--- src/rtl/mdu_sequencer.sv ---
// Multi-cycle MULT/MULTU/DIV/DIVU sequencer for the EX stage.
// Holds no adder: every iteration drives the shared ALU and folds its result back into HI/LO working registers.
module mdu_sequencer #(
  parameter int unsigned N = 32
) (
  input  logic         clk,
  input  logic         reset,
  input  logic         start,
  input  logic [1:0]   op,
  input  logic [N-1:0] src_a,
  input  logic [N-1:0] src_b,
  input  logic [N-1:0] alu_y,
  output logic [N-1:0] alu_a,
  output logic [N-1:0] alu_b,
  output logic [2:0]   alu_f,
  output logic         busy,
  output logic         done,
  output logic         dz,
  output logic [N-1:0] hi,
  output logic [N-1:0] lo
);

  localparam int unsigned CW = (N > 1) ? $clog2(N) : 1;

  localparam logic [2:0] S_IDLE   = 3'd0;
  localparam logic [2:0] S_NEG_A  = 3'd1;
  localparam logic [2:0] S_NEG_B  = 3'd2;
  localparam logic [2:0] S_LOOP   = 3'd3;
  localparam logic [2:0] S_FIX_LO = 3'd4;
  localparam logic [2:0] S_FIX_HI = 3'd5;
  localparam logic [2:0] S_DONE   = 3'd6;

  localparam logic [2:0] F_ADD  = 3'b010;
  localparam logic [2:0] F_SUB  = 3'b110;
  localparam logic [2:0] F_ANDN = 3'b100;

  localparam logic [CW-1:0] CNT_LAST = CW'(N - 1);

  logic [2:0]    state_q, state_d;
  logic [CW-1:0] cnt_q, cnt_d;
  logic [1:0]    op_q, op_d;
  logic          sa_q, sa_d, sb_q, sb_d;
  logic [N-1:0]  wh_q, wh_d;   // P_hi or remainder
  logic [N-1:0]  wl_q, wl_d;   // P_lo or quotient
  logic [N-1:0]  m_q, m_d;     // multiplicand or divisor
  logic [N-1:0]  hi_q, hi_d, lo_q, lo_d;
  logic          dz_q, dz_d, done_q, done_d, busy_q, busy_d;
  logic [N-1:0]  alu_a_q, alu_a_d, alu_b_q, alu_b_d;
  logic [2:0]    alu_f_q, alu_f_d;
  logic          carry_c, bb_msb_c, take_c, ld_res_c;

  // Carry out of the shared ALU, reconstructed from operand and result MSBs.
  assign bb_msb_c = alu_f_q[2] ? ~alu_b_q[N-1] : alu_b_q[N-1];
  assign carry_c  = (alu_a_q[N-1] & bb_msb_c) | ((alu_a_q[N-1] | bb_msb_c) & ~alu_y[N-1]);

  always_comb begin
    state_d  = state_q;
    cnt_d    = cnt_q;
    op_d     = op_q;
    sa_d     = sa_q;
    sb_d     = sb_q;
    wh_d     = wh_q;
    wl_d     = wl_q;
    m_d      = m_q;
    hi_d     = hi_q;
    lo_d     = lo_q;
    dz_d     = dz_q;
    alu_a_d  = '0;
    alu_b_d  = '0;
    alu_f_d  = F_ADD;
    take_c   = 1'b0;
    ld_res_c = 1'b0;

    case (state_q)
      S_IDLE, S_DONE: begin
        if (start) begin
          op_d  = op;
          sa_d  = op[0] & src_a[N-1];
          sb_d  = op[0] & src_b[N-1];
          dz_d  = 1'b0;
          cnt_d = '0;
          wh_d  = '0;
          wl_d  = op[1] ? src_a : src_b;
          m_d   = op[1] ? src_b : src_a;
          if (op[1] && (src_b == '0)) begin
            state_d = S_DONE;
            dz_d    = 1'b1;
            hi_d    = src_a;
            lo_d    = '1;
          end else if (op[0]) begin
            state_d = S_NEG_A;
          end else begin
            state_d = S_LOOP;
          end
        end else if (state_q == S_DONE) begin
          state_d = S_IDLE;
        end
      end
      S_NEG_A: begin
        if (sa_q) begin
          if (op_q[1]) wl_d = alu_y;
          else         m_d  = alu_y;
        end
        state_d = S_NEG_B;
      end
      S_NEG_B: begin
        if (sb_q) begin
          if (op_q[1]) m_d  = alu_y;
          else         wl_d = alu_y;
        end
        state_d = S_LOOP;
      end
      S_LOOP: begin
        if (op_q[1]) begin
          take_c = wh_q[N-1] | carry_c;
          wh_d   = take_c ? alu_y : {wh_q[N-2:0], wl_q[N-1]};
          wl_d   = {wl_q[N-2:0], take_c};
        end else if (wl_q[0]) begin
          wh_d = {carry_c, alu_y[N-1:1]};
          wl_d = {alu_y[0], wl_q[N-1:1]};
        end else begin
          wh_d = {1'b0, wh_q[N-1:1]};
          wl_d = {wh_q[0], wl_q[N-1:1]};
        end
        cnt_d = cnt_q + CW'(1);
        if (cnt_q == CNT_LAST) begin
          ld_res_c = ~op_q[0];
          state_d  = op_q[0] ? S_FIX_LO : S_DONE;
        end
      end
      S_FIX_LO: begin
        if (sa_q ^ sb_q) wl_d = alu_y;
        state_d = S_FIX_HI;
      end
      S_FIX_HI: begin
        if (op_q[1] ? sa_q : (sa_q ^ sb_q)) wh_d = alu_y;
        ld_res_c = 1'b1;
        state_d  = S_DONE;
      end
      default: state_d = S_IDLE;
    endcase

    if (ld_res_c) begin
      hi_d = wh_d;
      lo_d = wl_d;
    end

    // ALU drive is registered, so it is decoded from next-state values.
    case (state_d)
      S_NEG_A: begin
        alu_b_d = op_d[1] ? wl_d : m_d;
        alu_f_d = F_SUB;
      end
      S_NEG_B: begin
        alu_b_d = op_d[1] ? m_d : wl_d;
        alu_f_d = F_SUB;
      end
      S_LOOP: begin
        alu_b_d = m_d;
        if (op_d[1]) begin
          alu_a_d = {wh_d[N-2:0], wl_d[N-1]};
          alu_f_d = F_SUB;
        end else begin
          alu_a_d = wh_d;
          alu_f_d = F_ADD;
        end
      end
      S_FIX_LO: begin
        alu_b_d = wl_d;
        alu_f_d = F_SUB;
      end
      S_FIX_HI: begin
        alu_b_d = wh_d;
        // A nonzero low word absorbs the +1, so the high word is only inverted.
        if (!op_d[1] && (wl_d != '0)) begin
          alu_a_d = '1;
          alu_f_d = F_ANDN;
        end else begin
          alu_f_d = F_SUB;
        end
      end
      default: ;
    endcase

    busy_d = (state_d == S_NEG_A) || (state_d == S_NEG_B) || (state_d == S_LOOP) ||
             (state_d == S_FIX_LO) || (state_d == S_FIX_HI);
    done_d = (state_d == S_DONE);
  end

  always_ff @(posedge clk) begin
    if (reset) begin
      state_q <= S_IDLE;
      cnt_q   <= '0;
      op_q    <= '0;
      sa_q    <= 1'b0;
      sb_q    <= 1'b0;
      wh_q    <= '0;
      wl_q    <= '0;
      m_q     <= '0;
      hi_q    <= '0;
      lo_q    <= '0;
      dz_q    <= 1'b0;
      done_q  <= 1'b0;
      busy_q  <= 1'b0;
      alu_a_q <= '0;
      alu_b_q <= '0;
      alu_f_q <= F_ADD;
    end else begin
      state_q <= state_d;
      cnt_q   <= cnt_d;
      op_q    <= op_d;
      sa_q    <= sa_d;
      sb_q    <= sb_d;
      wh_q    <= wh_d;
      wl_q    <= wl_d;
      m_q     <= m_d;
      hi_q    <= hi_d;
      lo_q    <= lo_d;
      dz_q    <= dz_d;
      done_q  <= done_d;
      busy_q  <= busy_d;
      alu_a_q <= alu_a_d;
      alu_b_q <= alu_b_d;
      alu_f_q <= alu_f_d;
    end
  end

  assign alu_a = alu_a_q;
  assign alu_b = alu_b_q;
  assign alu_f = alu_f_q;
  assign busy  = busy_q;
  assign done  = done_q;
  assign dz    = dz_q;
  assign hi    = hi_q;
  assign lo    = lo_q;

endmodule

--- config.mk ---
export PLATFORM = sky130hd
export DESIGN_NAME = mdu_sequencer
export DESIGN_NICKNAME = d
export VERILOG_FILES = /design/src/rtl/mdu_sequencer.sv
export SDC_FILE = /design/constraint.sdc
export NUM_CORES = 1
export LEC_CHECK = 0
export BUFFER_PORTS_ARGS = -buffer_cell sky130_fd_sc_hd__buf_2
export CORE_MARGIN = 2
export CORE_UTILIZATION = 50
export DETAILED_ROUTE_END_ITERATION = 10
export PLACE_DENSITY = 0.71
export REMOVE_ABC_BUFFERS = 1
export SLEW_MARGIN = 20
export SYNTH_ARGS = -nofsm -noshare
export SYNTH_HDL_FRONTEND = slang
export SYNTH_SLANG_ARGS = --single-unit
--- constraint.sdc ---
create_clock -name clk -period 9.4 [get_ports clk]
set_clock_uncertainty 0.2 [all_clocks]
set_input_delay 0.94 -clock clk [delete_from_list [all_inputs] [get_ports clk]]
set_output_delay 0.94 -clock clk [all_outputs]
set_load 0.005 [all_outputs]
# Yosys cells after proc, flatten, opt, wreduce, memory -nomap -nowiden
# Index checks and enable logic that the tools add are counted.
[word_totals]
ff_bits = 242
latchBits = 0
ramBits = 0
rom_bits = 0
input_bits = 101
word_cells = 118
memories = 0
[classes]
n_addsub = 1
multipliers = 0
div_mod_pow = 0
magnitude_cmp = 0
n_eq_ne = 14
n_shift = 0
muxes = 56
bitwise = 11
reduce_logical = 19
[ops]
columns = ["operator", "n"]
rows = [
  ["two-way mux 32 bit", 32],
  ["case mux 32 bit (5 select lines)", 2],
  ["case mux 32 bit (3 select lines)", 2],
  ["case mux 32 bit (2 select lines)", 1],
  ["zero test 32 bit", 1],
  ["nonzero test 32 bit", 1],
  ["== test 3 bit, second input constant", 6],
  ["case mux 3 bit (6 select lines)", 1],
  ["two-way mux 3 bit", 5],
  ["== test 3 x 2 -> 1 bit, second input constant", 4],
  ["two-way mux 2 bit", 5],
  ["case mux 5 bit (2 select lines)", 1],
  ["case mux 3 bit (3 select lines)", 1],
  ["nonzero test 2 bit", 4],
  ["== test 3 x 1 -> 1 bit, second input constant", 2],
  ["adder 5 x 1 -> 5 bit, second input constant", 1],
  ["== test 5 bit, second input constant", 1],
  ["two-way mux 5 bit", 1],
  ["AND 1 bit", 4],
  ["logical OR 1 bit", 4],
  ["two-way mux 1 bit", 4],
  ["AND reduction 2 bit", 2],
  ["zero test 3 bit", 1],
  ["inverter 1 bit", 3],
  ["other kinds (9)", 12],
]

# Depth between registers and ports, before layout
# Gate-level depths: netlist of the first run.
[logic_depth]
word_depth = 12
ltp_mapped = 14

# Worst setup path after synthesis of the first run
# No wires, ideal clock.
[synth_path]
path_kind = "in2reg"
from = "in op[1]"
to = "reg alu_a_q[10], in the netlist alu_a[10]"
setup_time_ns = 0.122
t_arrival_ns = 3.483
required_ns = 9.078
path_slack_ns = 5.595
cell_stages = 10
path_cell_list = "buf_2 > buf_2 > buf_1 > mux2i_1 > o22ai_1 > a221oi_1 > nand4_1 > buf_2 > a311oi_2 > a21oi_1"
[synth_between]
elab_chain_len = 7
[synth_rtl]
columns = ["element", "line", "rtl"]
rows = [
  ["start: declaration", "9", "input logic [1:0] op,"],
  ["two-way mux 32 bit", "83", "wl_d = op[1] ? src_a : src_b;"],
  ["two-way mux 32 bit", "76", "if (start) begin"],
  ["case mux 32 bit (5 select lines)", "74", "case (state_q)"],
  ["nonzero test 32 bit", "175", "if (!op_d[1] && (wl_d != '0)) begin"],
  ["logical AND 1 bit", "175", ""],
  ["two-way mux 32 bit", "175", ""],
  ["case mux 32 bit (2 select lines) (*)", "149", "case (state_d)"],
  ["end signal: assignment", "222", "alu_a_q <= alu_a_d;"],
  ["end: declaration", "48", "logic [N-1:0] alu_a_q, alu_a_d, alu_b_q, alu_b_d;"],
]
# Every way passes the cells marked *; elsewhere a longest branch is shown, timed or not.
# A chain may end at the register's enable or synchronous reset.

# Worst setup path after layout of the first run
[layout_path]
from = "in start"
to = "reg alu_f_q[1], in the netlist alu_f[1]"
[layout_between]
elab_chain_len = 6
[layout_rtl]
columns = ["element", "line", "rtl"]
rows = [
  ["start: declaration", "8", "input logic start,"],
  ["two-way mux 32 bit or two-way mux 2 bit (tied branches)", "76", ""],
  ["case mux 32 bit (5 select lines) or two-way mux 2 bit (tied branches)", "74", ""],
  ["nonzero test 32 bit or zero test 1 bit (tied branches)", "175", ""],
  ["logical AND 1 bit", "175", ""],
  ["two-way mux 2 bit", "175", ""],
  ["case mux 3 bit (3 select lines) (*)", "149", ""],
  ["end signal: assignment", "224", "alu_f_q <= alu_f_d;"],
  ["end: declaration", "49", "logic [2:0] alu_f_q, alu_f_d;"],
]
# Marked as above.

==> out/metrics.cfg, run 1 <==
[run_status]
run_status = finished, final reports clean

[logic_synthesis]
synth-async-reset-ratio_pct = 0
syn_inst = 1549
synth_seq_area_share_pct = 35.8
ys_warn_count = 0
syn-cell-area_um2 = 13500
synth-edff-count = 0
ys_types = 75
ys_seq_elements = 241
synth.avg_cell_area_um2 = 8.71
ys.flop_type = dfxtp_1

[global_route]
grt_pass1_vias = 13100
grt.total_usage_pct = 35.4
overflow = 0
antenna_found_initial = 1
grt_pass1_wl_um = 78400
grt_start_max_net_pins = 105

[floorplanning]
initial_core_util_pct = 50.5
dieArea_um2 = 28300
num_io_pins = 235
die_h_um = 168
fp.coreArea_um2 = 26700
die_x_um = 168
std_cell_rows = 60

[critical_path]
end_kind = register
arrival_ns = 5.46
startpoint_type = input port
cpMaxStageDelayCell = nor3_2
reg2reg_slack_ns = 4.25
max_stage_delay_ns = 0.83
reg2reg_depth = 10
critPathKind = input port to register
cp_data_required_time_ns = 9.63
worst_path_most_repeated_cell = buf_4
rr_startpoint = state_q[0]$_SDFF_PP0_
r2r-end = alu_f[1]$_SDFF_PP1_
crit_chain = buf_2 -> nor2b_1 -> nand2_1 -> buf_4 -> nand2_1 -> nand2_2 -> buf_4 -> nor3_2 -> buf_4 -> a21bo_1
critPathMaxFanout = 46

[power]
peakVddDrop_mv = 0.133
p_per_area_nw_per_um2 = 184
leakagePower_nw = 6.39

[layout]
multiInputGateArea_um2 = 8050
instances_no_fill = 2053
drive_gt1_share_pct = 25.4
fill_cells = 2428
syn_to_final_growth_pct = 16.5
mostFrequentLayoutCell = dfxtp_1
finalCoreUtilization_pct = 58.8
nNetsFinal = 1794
register_area_um2 = 4830
layout_common_cells = dfxtp_1 (240), buf_2 (231), nor2_1 (135)

[timing]
setup_viol = 0
fin_hold_ws_ns = 0.286
hold_viol_final = 0
grt_setup_unrepaired = no
fin_crit_sh_pct = 55.6
drv_slew = 0
tightest_slew_ns = 1.19
slew-limit-headroom_pct = 20.7
tns_ns = 0
clock.fmax_mhz = 191
min_period_ns = 5.23

[placement]
post-dp-hpwl_um = 34100
io_buffers = 233
dp.cells = 2002
place.gp.congestion = 0.953

[clock_tree]
cts_tree = done
root_buffer = clkbuf_16
clk_pin_slew_worst_paths_ns = 0.06
h-tree-depth = 1
cts_sinks = 241
cts_buffers = 27
cts_resized = 0
cts.hold.buffers_added = 0
post_cts_buffers = 0
clk_latency_ns = 0.54
clockBufferDepth = 3

[routing]
antenna_left = 0
viasPerCell = 6.79
wl_um = 51900
drc = 0
firstDrtPassIters = 10
wire_per_inst_um = 25.3
num_vias = 13900
drtIter0Drc = 2048

[hold_path]
min_path_type = register to register
worstHoldEndpoint = cnt_q[4]$_SDFFE_PP0P_
worstHoldStart = cnt_q[4]$_SDFFE_PP0P_
hold_path_depth = 2

[flow_run]
maxCapViolCount = 0

## critical path, delay by kind of cell
family | cells | cell delay, ns
AO/OA/AOI/OAI | 1 | 0.25
buffers and inverters | 4 | 1.59
AND/OR/NAND/NOR | 5 | 2.65
## worst max-delay path by stage
stage          start                   end  slack, ns  cells after the start
2_1_floorplan  start  alu_b[31]$_SDFF_PP0_      -3.58                      7
3_3_place_gp   start   alu_f[1]$_SDFF_PP1_       3.98                     10
3_5_place_dp   start   alu_f[1]$_SDFF_PP1_       3.82                     10
4_1_cts        start   alu_f[1]$_SDFF_PP1_       4.36                     10
5_1_grt        start  alu_a[29]$_SDFF_PP0_       4.02                     11
6_report       start   alu_f[1]$_SDFF_PP1_       4.17                     10
## sequential cells by signal, summed over array words and instances (netlist names)
signal   flops
wl_q        32
wh_q        32
hi          32
state_q      3
op_q         2
lo          32
busy         1
alu_a       32
alu_f        2
cnt_q        5
done         1
sb_q         1
dz           1
m_q         32
alu_b       32
sa_q         1
## per-stage QoR
step / area (um^2) / total power [mW] / setup slack (ns)
after floorplan: 12800 / 1.51 / -3.58
after global placement: 14800 / 1.77 / 3.98
after detailed placement: 14800 / 1.78 / 3.82
after CTS: 15700 / 2.86 / 4.36
after global routing: 15700 / 2.96 / 4.02
final: 15700 / 2.89 / 4.17
## layout make-up
class | count | area share (%)
clock inverters | 5 | 0.493
flip-flops and latches | 241 | 30.7
well taps | 341 | 2.71
repair buffers | 269 | 9.29
multi-input cells | 1142 | 51.2
diodes | 1 | 0.0159
clock buffers | 44 | 5.40
inverters | 10 | 0.239
## report_power, final
part	internal, mW	switching, mW
clock network	0.667	0.438
registers	1.07	0.0274
logic	0.223	0.464
total	1.96	0.929
## cells by family after synthesis
group | share of synthesized area [%]
buffers and inverters | 5.29
adders and majority gates | 0.260
other | 0.0278
xor gates and xnor gates | 0.399
muxes | 13.0
AOI/OAI and AO/OA | 29.2
DFF | 35.8
and+or+nand+nor | 16.1
## cell usage after synthesis, drive strengths merged, types with 12 or more instances
master / number / area share, %
a211oi: 99 / 5.5
a21oi: 91 / 3.4
a221o: 21 / 1.6
a221oi: 16 / 1.2
a222oi: 49 / 3.6
a311oi: 30 / 3.2
a31oi: 45 / 2.1
buf: 49 / 2.0
clkbuf: 107 / 3.0
dfxtp: 241 / 36
mux2: 69 / 5.8
mux2i: 97 / 7.2
nand2: 128 / 3.6
nand2b: 16 / 0.74
nand3: 14 / 0.52
nor2: 137 / 3.8
nor2b: 62 / 2.9
nor3: 47 / 1.8
nor4: 12 / 0.56
o211ai: 15 / 0.83
o21a: 39 / 2.2
o21ai: 25 / 0.93
o22ai: 36 / 1.7
## routing by layer
metal / part of all wire (%) / global-route usage (%) / up-vias
met1: 40 / 47.8 / 6594
met3: 11 / 7.31 / 182
li1: - / - / 6209
met2: 44 / 54.9 / 954
met4: 4.7 / 15.6 / 0
met5: 0 / 0 / -
No activity file was read; power rests on OpenSTA's default activity.
==> inputs of run 2 (changes only) <==
--- a/config.mk
+++ b/config.mk
@@ -5,11 +5,12 @@
 export SDC_FILE = /design/constraint.sdc
 export NUM_CORES = 1
 export LEC_CHECK = 0
+export ABC_AREA = 1
 export BUFFER_PORTS_ARGS = -buffer_cell sky130_fd_sc_hd__buf_2
 export CORE_MARGIN = 2
 export CORE_UTILIZATION = 50
 export DETAILED_ROUTE_END_ITERATION = 10
-export PLACE_DENSITY = 0.71
+export PLACE_DENSITY = 0.73
 export REMOVE_ABC_BUFFERS = 1
 export SLEW_MARGIN = 20
 export SYNTH_ARGS = -nofsm -noshare
==> constraint.sdc (replaced) <==
create_clock -name clk -period 4.4 [get_ports clk]
set_clock_uncertainty 0.2 [all_clocks]
set_input_delay 0.44 -clock clk [delete_from_list [all_inputs] [get_ports clk]]
set_output_delay 0.44 -clock clk [all_outputs]
set_load 0.005 [all_outputs]
==> out/metrics.cfg, run 2 <==
[run_status]
run_status = finished, final reports clean

[logic_synthesis]
synth_seq_area_share_pct = 31.0  ; -4.8 points
synth-compound-area-share_pct = 19.1  ; -10 points
synth.avg_cell_area_um2 = 5.88  ; -33%
syn-cell-area_um2 = 15600  ; +15%
syn_inst = 2649  ; +71%
yosys.area_share.xor_xnor_pct = 0  ; -0.40 points
synth-edff-count = 0  ; unchanged
synth-async-reset-ratio_pct = 0  ; unchanged
ys_types = 35  ; -53%
synth-simple-area-share_pct = 38.3  ; +22 points
ys_warn_count = 0  ; unchanged
synthTopCellsByArea = dfxtp_1 (31%), nand2_1 (22%), o21ai_0 (7.2%), inv_1 (6.2%), nand3_1 (6.0%)
yosys.area_share.adder_pct = 0.161  ; -0.099 points
synth_largest_area_cell = dfxtp_1
synth.top_cell.area_share_pct = 31.0  ; -4.8 points
synthMuxAreaShare_pct = 0.0643  ; -13 points
ys_seq_elements = 241  ; unchanged
ys.flop_type = dfxtp_1
yosysMostFrequentCell = nand2_1
ys_top_cells_by_count = nand2_1 (926), inv_1 (258), dfxtp_1 (241)
synth_top_family_by_area = simple AND/OR/NAND/NOR gates

[timing]
hold_viol_final = 0  ; unchanged
tns_ns = 0  ; unchanged
tightest_slew_ns = 1.06  ; -0.127 ns
setup_viol = 0  ; unchanged
min_period_ns = 3.81
fin_crit_sh_pct = 86.6
slew-limit-headroom_pct = 29.1  ; +8.4 points
fin_hold_ws_ns = 0.0222  ; -0.264 ns
grt_setup_unrepaired = no
clock.fmax_mhz = 263
worst_slack_ns = 0.592  ; -3.58 ns
drv_slew = 0  ; unchanged

[layout]
nNetsFinal = 2893  ; +61%
finalCoreUtilization_pct = 58.5  ; -0.36 points
mostFrequentLayoutCell = nand2_1
layout_common_cells = nand2_1 (925), inv_1 (257), dfxtp_1 (239)
postLayoutCellArea_um2 = 17900  ; +14%
syn_to_final_growth_pct = 14.9
instances_no_fill = 3206  ; +56%
drive_gt1_share_pct = 12.9  ; -13 points

[routing]
wl_um = 64600  ; +25%
antenna_left = 0  ; unchanged
drtIter0Drc = 2364  ; +15%
viasPerCell = 5.96  ; -12%
drc = 0  ; unchanged
num_vias = 19100  ; +37%
wire_per_inst_um = 20.2  ; -20%
firstDrtPassIters = 6  ; -4

[placement]
post-dp-hpwl_um = 41900  ; +23%
dp.cells = 3157  ; +58%
io_buffers = 233  ; unchanged
preCtsSetupSlack_ns = 0.744  ; -3.07 ns
place.gp.congestion = 0.982  ; +3.0%
place_area_um2 = 17000  ; +15%

[clock_tree]
root_buffer = clkbuf_16
post_cts_buffers = 0  ; unchanged
clk_pin_slew_worst_paths_ns = 0.07  ; about the same
cts.hold.buffers_added = 0  ; unchanged
cts_tree = done
clockBufferDepth = 3  ; unchanged
h-tree-depth = 1  ; unchanged
clk_latency_ns = 0.57  ; +0.03 ns
cts_resized = 0  ; unchanged
cts_buffers = 27  ; unchanged
cts_sinks = 241  ; unchanged

[critical_path]
arrival_ns = 4.04  ; -1.42 ns
crit_chain = inv_2 -> nand3_1 -> nand2_2 -> nand2_1 -> buf_4 -> nand2_1 -> o21ai_4 -> buf_4 -> nor3_1 -> nand2_2 -> buf_4 -> nand2_1
startpoint_type = register
end_kind = register
reg2reg_depth = 12  ; +2
rr_startpoint = state_q[0]$_SDFF_PP0_
max_stage_delay_ns = 0.71  ; -0.12 ns
r2r-end = alu_a[8]$_SDFF_PP0_
critPathKind = register to register
cp_data_required_time_ns = 4.63  ; -5.00 ns
reg2reg_slack_ns = 0.59  ; -3.66 ns
cpMaxStageDelayCell = buf_4
cpLargestDelayFamily = buffers and inverters
critPathMaxFanout = 57  ; +24%
critical_path_buf_inv_count = 4  ; unchanged

[global_route]
grt.total_usage_pct = 38.0  ; +2.6 points
grt_pass1_wl_um = 98700  ; +26%
overflow = 0  ; unchanged
grt_start_max_net_pins = 91  ; -13%
grt_pass1_vias = 17500  ; +33%
antenna_found_initial = 1  ; unchanged

[power]
peakVddDrop_mv = 0.309  ; +130%
leakagePower_nw = 9.33  ; +46%
p_per_area_nw_per_um2 = 387  ; +110%
finalPower_mw = 6.93  ; +140%

[hold_path]
min_path_type = input port to register
worstHoldStart = op[0]
hold_path_depth = 3  ; +1
worstHoldEndpoint = sb_q$_SDFFE_PP0P_

[floorplanning]
std_cell_rows = 64  ; +6.7%
num_io_pins = 235  ; unchanged
fp.coreArea_um2 = 30600  ; +14%
die_h_um = 180  ; +7.2%
die_x_um = 180  ; +7.2%
dieArea_um2 = 32600  ; +15%
initial_core_util_pct = 50.9  ; +0.41 points

[flow_run]
maxCapViolCount = 0  ; unchanged

run 2: worst max-delay path by stage:
stage,from,to,depth (start not counted)
floorplan,op_q[1]$_SDFF_PP0_,alu_b[11]$_SDFF_PP0_,13
global placement,start,alu_a[4]$_SDFF_PP0_,15
detailed placement,state_q[0]$_SDFF_PP0_,alu_a[0]$_SDFF_PP0_,12
CTS,state_q[0]$_SDFF_PP0_,alu_a[14]$_SDFF_PP0_,12
global route,state_q[0]$_SDFF_PP0_,alu_a[11]$_SDFF_PP0_,17
finish,state_q[0]$_SDFF_PP0_,alu_a[8]$_SDFF_PP0_,12
run 2: worst min-delay path, stage by stage:
cell     delay, ns
buf_2         0.14
nand3_1       0.10
a21oi_1       0.06
run 2: routing by layer:
layer | wire length, um | part of all wire, % | track usage (%) | vias to the layer above
met5 | 0 | 0 | 0 | -
met4 | 3380 | 5.2 | 19.5 | 0
met3 | 7370 | 11 | 7.19 | 243
met2 | 28500 | 44 | 60.2 | 1253
met1 | 25400 | 39 | 49.4 | 8635
li1 | - | - | - | 8962
run 2: final cells by class:
class	instances	area (um^2)
multi-input combinational	1963	9020
tap	396	495
antenna	1	2.50
clock inverter	8	98.8
fill	3092	12700
sequential	241	4830
inverter	265	997
clock buffer	40	795
timing repair buffer	292	1650
run 2: logic make-up (layout without fill, tap and decap cells):
| logic type | after synthesis | count (layout) |
|---|---|---|
| compound gates | 516 | 516 |
| simple gates | 1443 | 1443 |
| mux | 1 | 1 |
| flops | 241 | 241 |
| buf+inv | 445 | 605 |
| fa+ha+maj | 2 | 2 |
| other cells | 1 | 2 |
run 2: report_power, final:
part	internal [mW]	switching [mW]
Clock	1.36	0.984
Combinational	0.601	1.56
Sequential	2.33	0.102
Total	4.29	2.64
